--- src/rtl/pwm_fet_driver_array.sv ---
// N-channel complementary half-bridge PWM driver with a Wishbone slave port.
// Each channel has programmable period, duty and dead-time. Period and duty
// are shadowed so a new value only takes effect at a period boundary, and a
// latched fault forces every gate drive off.
//
// Wishbone handshake: a request is stb & cyc while ack is low. It is accepted
// on that clock edge; ack is high for exactly the following cycle with read
// data valid in it, then drops. A strobe still held re-acks after a one-cycle
// gap. Read data is 0 outside the ack cycle, and reads as 0 for writes.
module pwm_fet_driver_array #(
  parameter int          NUM_CH    = 4,
  parameter int          CNT_W     = 16,
  parameter int          DT_W      = 8,
  parameter logic [31:0] BASE_ADDR = 32'h3000_0000
) (
  input  logic              wb_clk_i,
  input  logic              wb_rst_i,
  input  logic              wbs_stb_i,
  input  logic              wbs_cyc_i,
  input  logic              wbs_we_i,
  input  logic [3:0]        wbs_sel_i,
  input  logic [31:0]       wbs_dat_i,
  input  logic [31:0]       wbs_adr_i,
  output logic              wbs_ack_o,
  output logic [31:0]       wbs_dat_o,
  input  logic              fault_i,
  output logic [NUM_CH-1:0] hs_o,
  output logic [NUM_CH-1:0] ls_o,
  output logic              irq_o
);

  // Global control and fault state
  logic gen;
  logic fault_ie;
  logic fault_q;
  logic fault_s1;
  logic fault_s2;

  // Per-channel software-visible registers
  logic [CNT_W-1:0] period_r [NUM_CH];
  logic [CNT_W-1:0] duty_r   [NUM_CH];
  logic [DT_W-1:0]  dt_r     [NUM_CH];
  logic [NUM_CH-1:0] en_r;
  logic [NUM_CH-1:0] inv_r;

  // Bus decode
  logic        req;
  logic        hit;
  logic        wr_en;
  logic [5:0]  word_off;
  logic [3:0]  ch_field;
  logic [1:0]  reg_sel;
  logic [31:0] wmask;
  logic [31:0] rdata;
  logic        gstat_clr;

  // Byte-lane masks truncated to each register width
  logic [CNT_W-1:0] cnt_mask;
  logic [CNT_W-1:0] cnt_wdat;
  logic [DT_W-1:0]  dt_mask;
  logic [DT_W-1:0]  dt_wdat;

  // The byte offset within a word carries no information for 32-bit registers
  logic unused_adr_bits;
  assign unused_adr_bits = &{1'b0, wbs_adr_i[1:0]};

  assign req      = wbs_stb_i & wbs_cyc_i & ~wbs_ack_o;
  assign hit      = (wbs_adr_i[31:8] == BASE_ADDR[31:8]);
  assign wr_en    = req & wbs_we_i & hit;
  assign word_off = wbs_adr_i[7:2];
  assign ch_field = wbs_adr_i[7:4];
  assign reg_sel  = wbs_adr_i[3:2];

  assign cnt_mask = wmask[CNT_W-1:0];
  assign cnt_wdat = wbs_dat_i[CNT_W-1:0];
  assign dt_mask  = wmask[DT_W-1:0];
  assign dt_wdat  = wbs_dat_i[DT_W-1:0];

  assign gstat_clr = wr_en & (word_off == 6'h01) & wbs_sel_i[0] & wbs_dat_i[0];

  assign irq_o = fault_q & fault_ie;

  // Expand byte enables to a bit mask
  always_comb begin
    wmask = '0;
    for (int i = 0; i < 4; i++) begin
      wmask[8*i +: 8] = {8{wbs_sel_i[i]}};
    end
  end

  // Read multiplexer; anything not mapped reads as zero
  always_comb begin
    rdata = '0;
    if (hit) begin
      if (word_off == 6'h00) begin
        rdata = {30'd0, fault_ie, gen};
      end else if (word_off == 6'h01) begin
        rdata = {31'd0, fault_q};
      end
      for (int c = 0; c < NUM_CH; c++) begin
        if (ch_field == 4'(c + 1)) begin
          case (reg_sel)
            2'd0:    rdata = 32'(period_r[c]);
            2'd1:    rdata = 32'(duty_r[c]);
            2'd2:    rdata = 32'(dt_r[c]);
            default: rdata = {30'd0, inv_r[c], en_r[c]};
          endcase
        end
      end
    end
  end

  // Wishbone ack and registered read data
  always_ff @(posedge wb_clk_i) begin
    if (wb_rst_i) begin
      wbs_ack_o <= 1'b0;
      wbs_dat_o <= '0;
    end else if (req) begin
      wbs_ack_o <= 1'b1;
      wbs_dat_o <= wbs_we_i ? 32'd0 : rdata;
    end else begin
      wbs_ack_o <= 1'b0;
      wbs_dat_o <= '0;
    end
  end

  // Global control register
  always_ff @(posedge wb_clk_i) begin
    if (wb_rst_i) begin
      gen      <= 1'b0;
      fault_ie <= 1'b0;
    end else if (wr_en && (word_off == 6'h00)) begin
      if (wbs_sel_i[0]) begin
        gen      <= wbs_dat_i[0];
        fault_ie <= wbs_dat_i[1];
      end
    end
  end

  // Fault synchroniser and latch; a live fault beats a software clear
  always_ff @(posedge wb_clk_i) begin
    if (wb_rst_i) begin
      fault_s1 <= 1'b0;
      fault_s2 <= 1'b0;
      fault_q  <= 1'b0;
    end else begin
      fault_s1 <= fault_i;
      fault_s2 <= fault_s1;
      if (fault_s2) begin
        fault_q <= 1'b1;
      end else if (gstat_clr) begin
        fault_q <= 1'b0;
      end
    end
  end

  // Per-channel configuration registers with byte-lane writes
  always_ff @(posedge wb_clk_i) begin
    if (wb_rst_i) begin
      for (int c = 0; c < NUM_CH; c++) begin
        period_r[c] <= '0;
        duty_r[c]   <= '0;
        dt_r[c]     <= '0;
      end
      en_r  <= '0;
      inv_r <= '0;
    end else if (wr_en) begin
      for (int c = 0; c < NUM_CH; c++) begin
        if (ch_field == 4'(c + 1)) begin
          case (reg_sel)
            2'd0: period_r[c] <= (period_r[c] & ~cnt_mask) | (cnt_wdat & cnt_mask);
            2'd1: duty_r[c]   <= (duty_r[c] & ~cnt_mask) | (cnt_wdat & cnt_mask);
            2'd2: dt_r[c]     <= (dt_r[c] & ~dt_mask) | (dt_wdat & dt_mask);
            default: begin
              if (wbs_sel_i[0]) begin
                en_r[c]  <= wbs_dat_i[0];
                inv_r[c] <= wbs_dat_i[1];
              end
            end
          endcase
        end
      end
    end
  end

  // Channel engines: counter, shadow registers, dead-time and gate drives
  for (genvar c = 0; c < NUM_CH; c++) begin : g_ch
    logic [CNT_W-1:0] cnt;
    logic [CNT_W-1:0] period_sh;
    logic [CNT_W-1:0] duty_sh;
    logic [DT_W-1:0]  dt_cnt;
    logic             pwm_prev;
    logic             hs_q;
    logic             ls_q;

    logic             running;
    logic             pwm;
    logic             wrap;
    logic             pwm_edge;
    logic [DT_W-1:0]  elapsed;
    logic             dt_done;
    logic             hs_nx;
    logic             ls_raw;
    logic             ls_nx;

    assign running  = gen & en_r[c] & ~fault_q;
    assign pwm      = running & (cnt < duty_sh);
    assign wrap     = (cnt == period_sh);
    assign pwm_edge = pwm ^ pwm_prev;
    // Cycles pwm has held its present level, zero on the cycle it changes
    assign elapsed  = pwm_edge ? '0 : dt_cnt;
    assign dt_done  = (elapsed >= dt_r[c]);
    assign hs_nx    = pwm & dt_done;
    assign ls_raw   = running & ~pwm & dt_done;
    // Inverted low side is still masked by the high side so they never overlap
    assign ls_nx    = running & ((ls_raw ^ inv_r[c]) & ~hs_nx);

    assign hs_o[c] = hs_q;
    assign ls_o[c] = ls_q;

    // Counter, shadow reload at wrap or while idle, registered gate drives
    always_ff @(posedge wb_clk_i) begin
      if (wb_rst_i) begin
        cnt       <= '0;
        period_sh <= '0;
        duty_sh   <= '0;
        dt_cnt    <= '0;
        pwm_prev  <= 1'b0;
        hs_q      <= 1'b0;
        ls_q      <= 1'b0;
      end else if (!running) begin
        cnt       <= '0;
        period_sh <= period_r[c];
        duty_sh   <= duty_r[c];
        dt_cnt    <= '0;
        pwm_prev  <= 1'b0;
        hs_q      <= 1'b0;
        ls_q      <= 1'b0;
      end else begin
        if (wrap) begin
          cnt       <= '0;
          period_sh <= period_r[c];
          duty_sh   <= duty_r[c];
        end else begin
          cnt <= cnt + CNT_W'(1);
        end
        pwm_prev <= pwm;
        if (pwm_edge) begin
          dt_cnt <= DT_W'(1);
        end else if (dt_cnt != '1) begin
          dt_cnt <= dt_cnt + DT_W'(1);
        end
        hs_q <= hs_nx;
        ls_q <= ls_nx;
      end
    end
  end

endmodule

--- config.mk ---
export PLATFORM = sky130hd
export DESIGN_NAME = pwm_fet_driver_array
export DESIGN_NICKNAME = d
export VERILOG_FILES = /design/src/rtl/pwm_fet_driver_array.sv
export SDC_FILE = /design/constraint.sdc
export NUM_CORES = 1
export LEC_CHECK = 0
export ABC_AREA = 1
export CORE_MARGIN = 2
export CORE_UTILIZATION = 65
export CTS_CLUSTER_DIAMETER = 30
export CTS_CLUSTER_SIZE = 20
export DETAILED_ROUTE_END_ITERATION = 16
export DONT_BUFFER_PORTS = 1
export PLACE_DENSITY = 0.84
export SYNTH_ARGS = -nofsm -noshare
export SYNTH_HDL_FRONTEND = slang
export SYNTH_SLANG_ARGS = --single-unit
--- constraint.sdc ---
create_clock -name wb_clk_i -period 8.3 [get_ports wb_clk_i]
set_clock_uncertainty 0.15 [all_clocks]
set_input_delay 0.415 -clock wb_clk_i [delete_from_list [all_inputs] [get_ports wb_clk_i]]
set_output_delay 0.415 -clock wb_clk_i [all_outputs]
set_load 0.005 [all_outputs]
==> results_dict.tcl <==
set metrics [dict create \
    crit_chain "ha_1 > a21oi_1 > o21ai_0 > a21oi_1 > nand4_1 > nand2_1 > nor2_1 > ha_1 > a21oi_1 > o21ai_0 > nand2_1 > o2111ai_1 > o21ai_0 > a21oi_1" \
    tns_ns 0 \
    leakage_nw 10.4 \
    synth-seq-area-share_pct 44.7 \
    cts_num_sinks 426 \
    fp.coreArea_sq_mm 0.0345 \
    clockBufferDepth 3 \
    cp.arrival_ns 3.94 \
    viasPerCell 6.05 \
    grt_pass1_wl_um 99000 \
    synth_area_sq_mm 0.0227 \
    syn_to_final_growth_pct 13.7 \
    max_freq_mhz 277 \
    power_mw 6.06 \
    slew_violations 0 \
    cts_buffers 85 \
    cap_viol_max_count 0 \
    fillerInstances 2340 \
    cts_max_level 3 \
    worstSetupPathType "flip-flop to flip-flop" \
    critPathRequiredTime_ns 8.63 \
    critPathSlowestCell "dfxtp_1" \
    clock-root-buffer "clkbuf_16" \
    grt_max_degree 99 \
    grt_usage_pct 34.3 \
    synth_cell_types 52 \
    grt_pass1_vias 19600 \
    initial_utilization_pct 65.8 \
    relSlewSlack_pct 13.1 \
    drt-total-wl_um 63000 \
    tritoncts "yes" \
    post-cts-setup-buffers 0 \
    worstPathMaxFanout 7 \
    status "finished, final reports clean" \
    setup_violations 0 \
    antenna_found_initial 3 \
    insertion_delay_ns 0.61 \
    overflow 0 \
    crit_top_cell "a21oi_1" \
    cp-end-kind "flip-flop" \
    dpl_cell_area_sq_mm 0.0227 \
    drive_gt1_share_pct 8.53 \
    drc 0 \
    syn-mean-instance-area_sq_um 7.90 \
    power.density_mw_per_mm2 235 \
    period_needed_ns 3.61 \
    ioPinCount 116 \
    first_iter_violations 2415 \
    dieHeight_um 191 \
    die_area_sq_mm 0.0364 \
    synth_edf_count 160 \
    ant_nets 0 \
    die_w_um 191 \
    finalHoldViolCount 0 \
    drt_first_pass_iters 6 \
    fp-row-count 68 \
    synth_seq_cells 426 \
    gp_congestion 0.920 \
    yosys_most_used_dff "dfxtp_1" \
    nets 3020 \
    num_vias 20400 \
    ys_async_sr_fraction_pct 0 \
    yosys_warnings 0 \
    dp_hpwl_um 39900 \
    fin_area_sq_mm 0.0258 \
    wl_per_cell_um 18.6 \
    tightestPinTransition_ns 1.29 \
    cts.clk_slew.worst_paths_ns 0.06 \
    worst_setup_path_start_kind "flip-flop" \
    port_buffers 0 \
    finalCritPeriodShare_pct 43.5 \
    synthCells 2870 \
    min_path_type "input pin to flip-flop" \
    slowest_delay_ns 0.46 \
    ir_drop_mv 0.205 \
    worst_hold_slack_ns 0.0365 \
    rsz0062_at_grt "false" \
]
[layer usage]
| metal | vias up | share of wire [%] | GRT usage [%] |
|---|---|---|---|
| met5 | - | 0.021 | 0 |
| met4 | 2 | 6.2 | 21.0 |
| met3 | 271 | 9.6 | 6.75 |
| met2 | 1198 | 46 | 55.3 |
| met1 | 9471 | 38 | 42.5 |
| li1 | 9480 | - | - |
[report_power, final]
part / switching (mW) / leakage [nW] / internal (mW)
clock network: 1.27 / 1.47 / 2.25
logic: 0.204 / 5.15 / 0.0814
registers: 0.0407 / 3.82 / 2.22
total: 1.52 / 10.4 / 4.55
[worst max-delay path: cells and delay by family, from the launching register on]
family                     cells  cell delay, ns
adders and majority gates      2            0.63
and+or+nand+nor                4            0.71
DFF                            1            0.46
AOI/OAI and AO/OA              8            1.53
[logic make-up (layout without fill, tap and decap cells)]
| kind of cell | after synthesis | after routing | share of synthesized area (%) |
|---|---|---|---|
| DFF | 426 | 426 | 44.7 |
| other | 1 | 18 | 0.0165 |
| adders and majority gates | 100 | 100 | 5.52 |
| AOI/OAI and AO/OA | 518 | 518 | 12.4 |
| xor gates and xnor gates | 82 | 82 | 3.17 |
| and+or+nand+nor | 1309 | 1309 | 26.1 |
| buffers and inverters | 434 | 468 | 8.07 |
[per-stage QoR]
stage	util (%)	instances	setup slack, ns
CTS	74.8	3374	4.80
global placement	65.9	3207	4.98
global route	74.8	3375	4.53
detailed placement	65.9	3207	4.92
floorplan	-	2885	5.19
finish	74.8	3376	4.69
[registers in the layout, summed over array words and instances (netlist names), 16 cells and up]
register and flops:
g_ch.period_sh 64, g_ch.duty_sh 64, period_r 64, g_ch.cnt 64, duty_r 64, wbs_dat_o 16, dt_r 32, g_ch.dt_cnt 32
[cell usage after synthesis (all sizes together) (44+ instances only)]
library cell,n,area (sq um)
a21oi,360,1800
buf,86,522
clkbuf,66,248
dfxtp,266,5330
edfxtp,160,4800
ha,100,1250
inv,281,1050
nand2,470,1780
nand3,135,801
nand4,48,300
nor2,535,2250
nor3,44,235
o21ai,84,420
xnor2,44,385
[layout by cell type (no fill, tap or decap), drive strengths merged, types with 14 or more instances in the layout]
cell,n
buf,19
nand3,135
a22o,22
nor3,44
nor2,535
xnor2,44
nand3b,38
o211ai,17
clkbuf,97
or2,14
a21oi,360
ha,100
nand2,470
conb,16
edfxtp,160
clkinv,22
o21ai,84
nand4,48
xor2,38
inv,310
dfxtp,266
[worst paths after layout]
check	startpoint	to	slack (ns)	cells past startpoint
worst max-delay path	g_ch[0].cnt[15]$_SDFF_PP0_	g_ch[0].ls_q$_SDFF_PP0_	4.69	14
worst min-delay path	wbs_we_i	en_r[2]$_SDFFE_PP0P_	0.04	3
worst max register to register	g_ch[0].cnt[15]$_SDFF_PP0_	g_ch[0].ls_q$_SDFF_PP0_	4.69	14
worst min register to register	fault_s1$_SDFF_PP0_	fault_s2$_SDFF_PP0_	0.26	2
[final cells by class]
cell class	instances	area, sq um	area share, %
diodes	2	5.00	0.0194
clock buffers	97	2270	8.82
clock inverters	63	712	2.76
inverters	282	1060	4.12
multi-input cells	2025	10800	41.9
flip-flops and latches	426	10100	39.3
well taps	455	569	2.21
repair buffers	26	213	0.825
[repair_timing]
item,CTS,global route
resized for setup,0,0
hold buffers,7,0
endpoints found under the hold margin,53,0
Power figures use the tool's default switching activity.
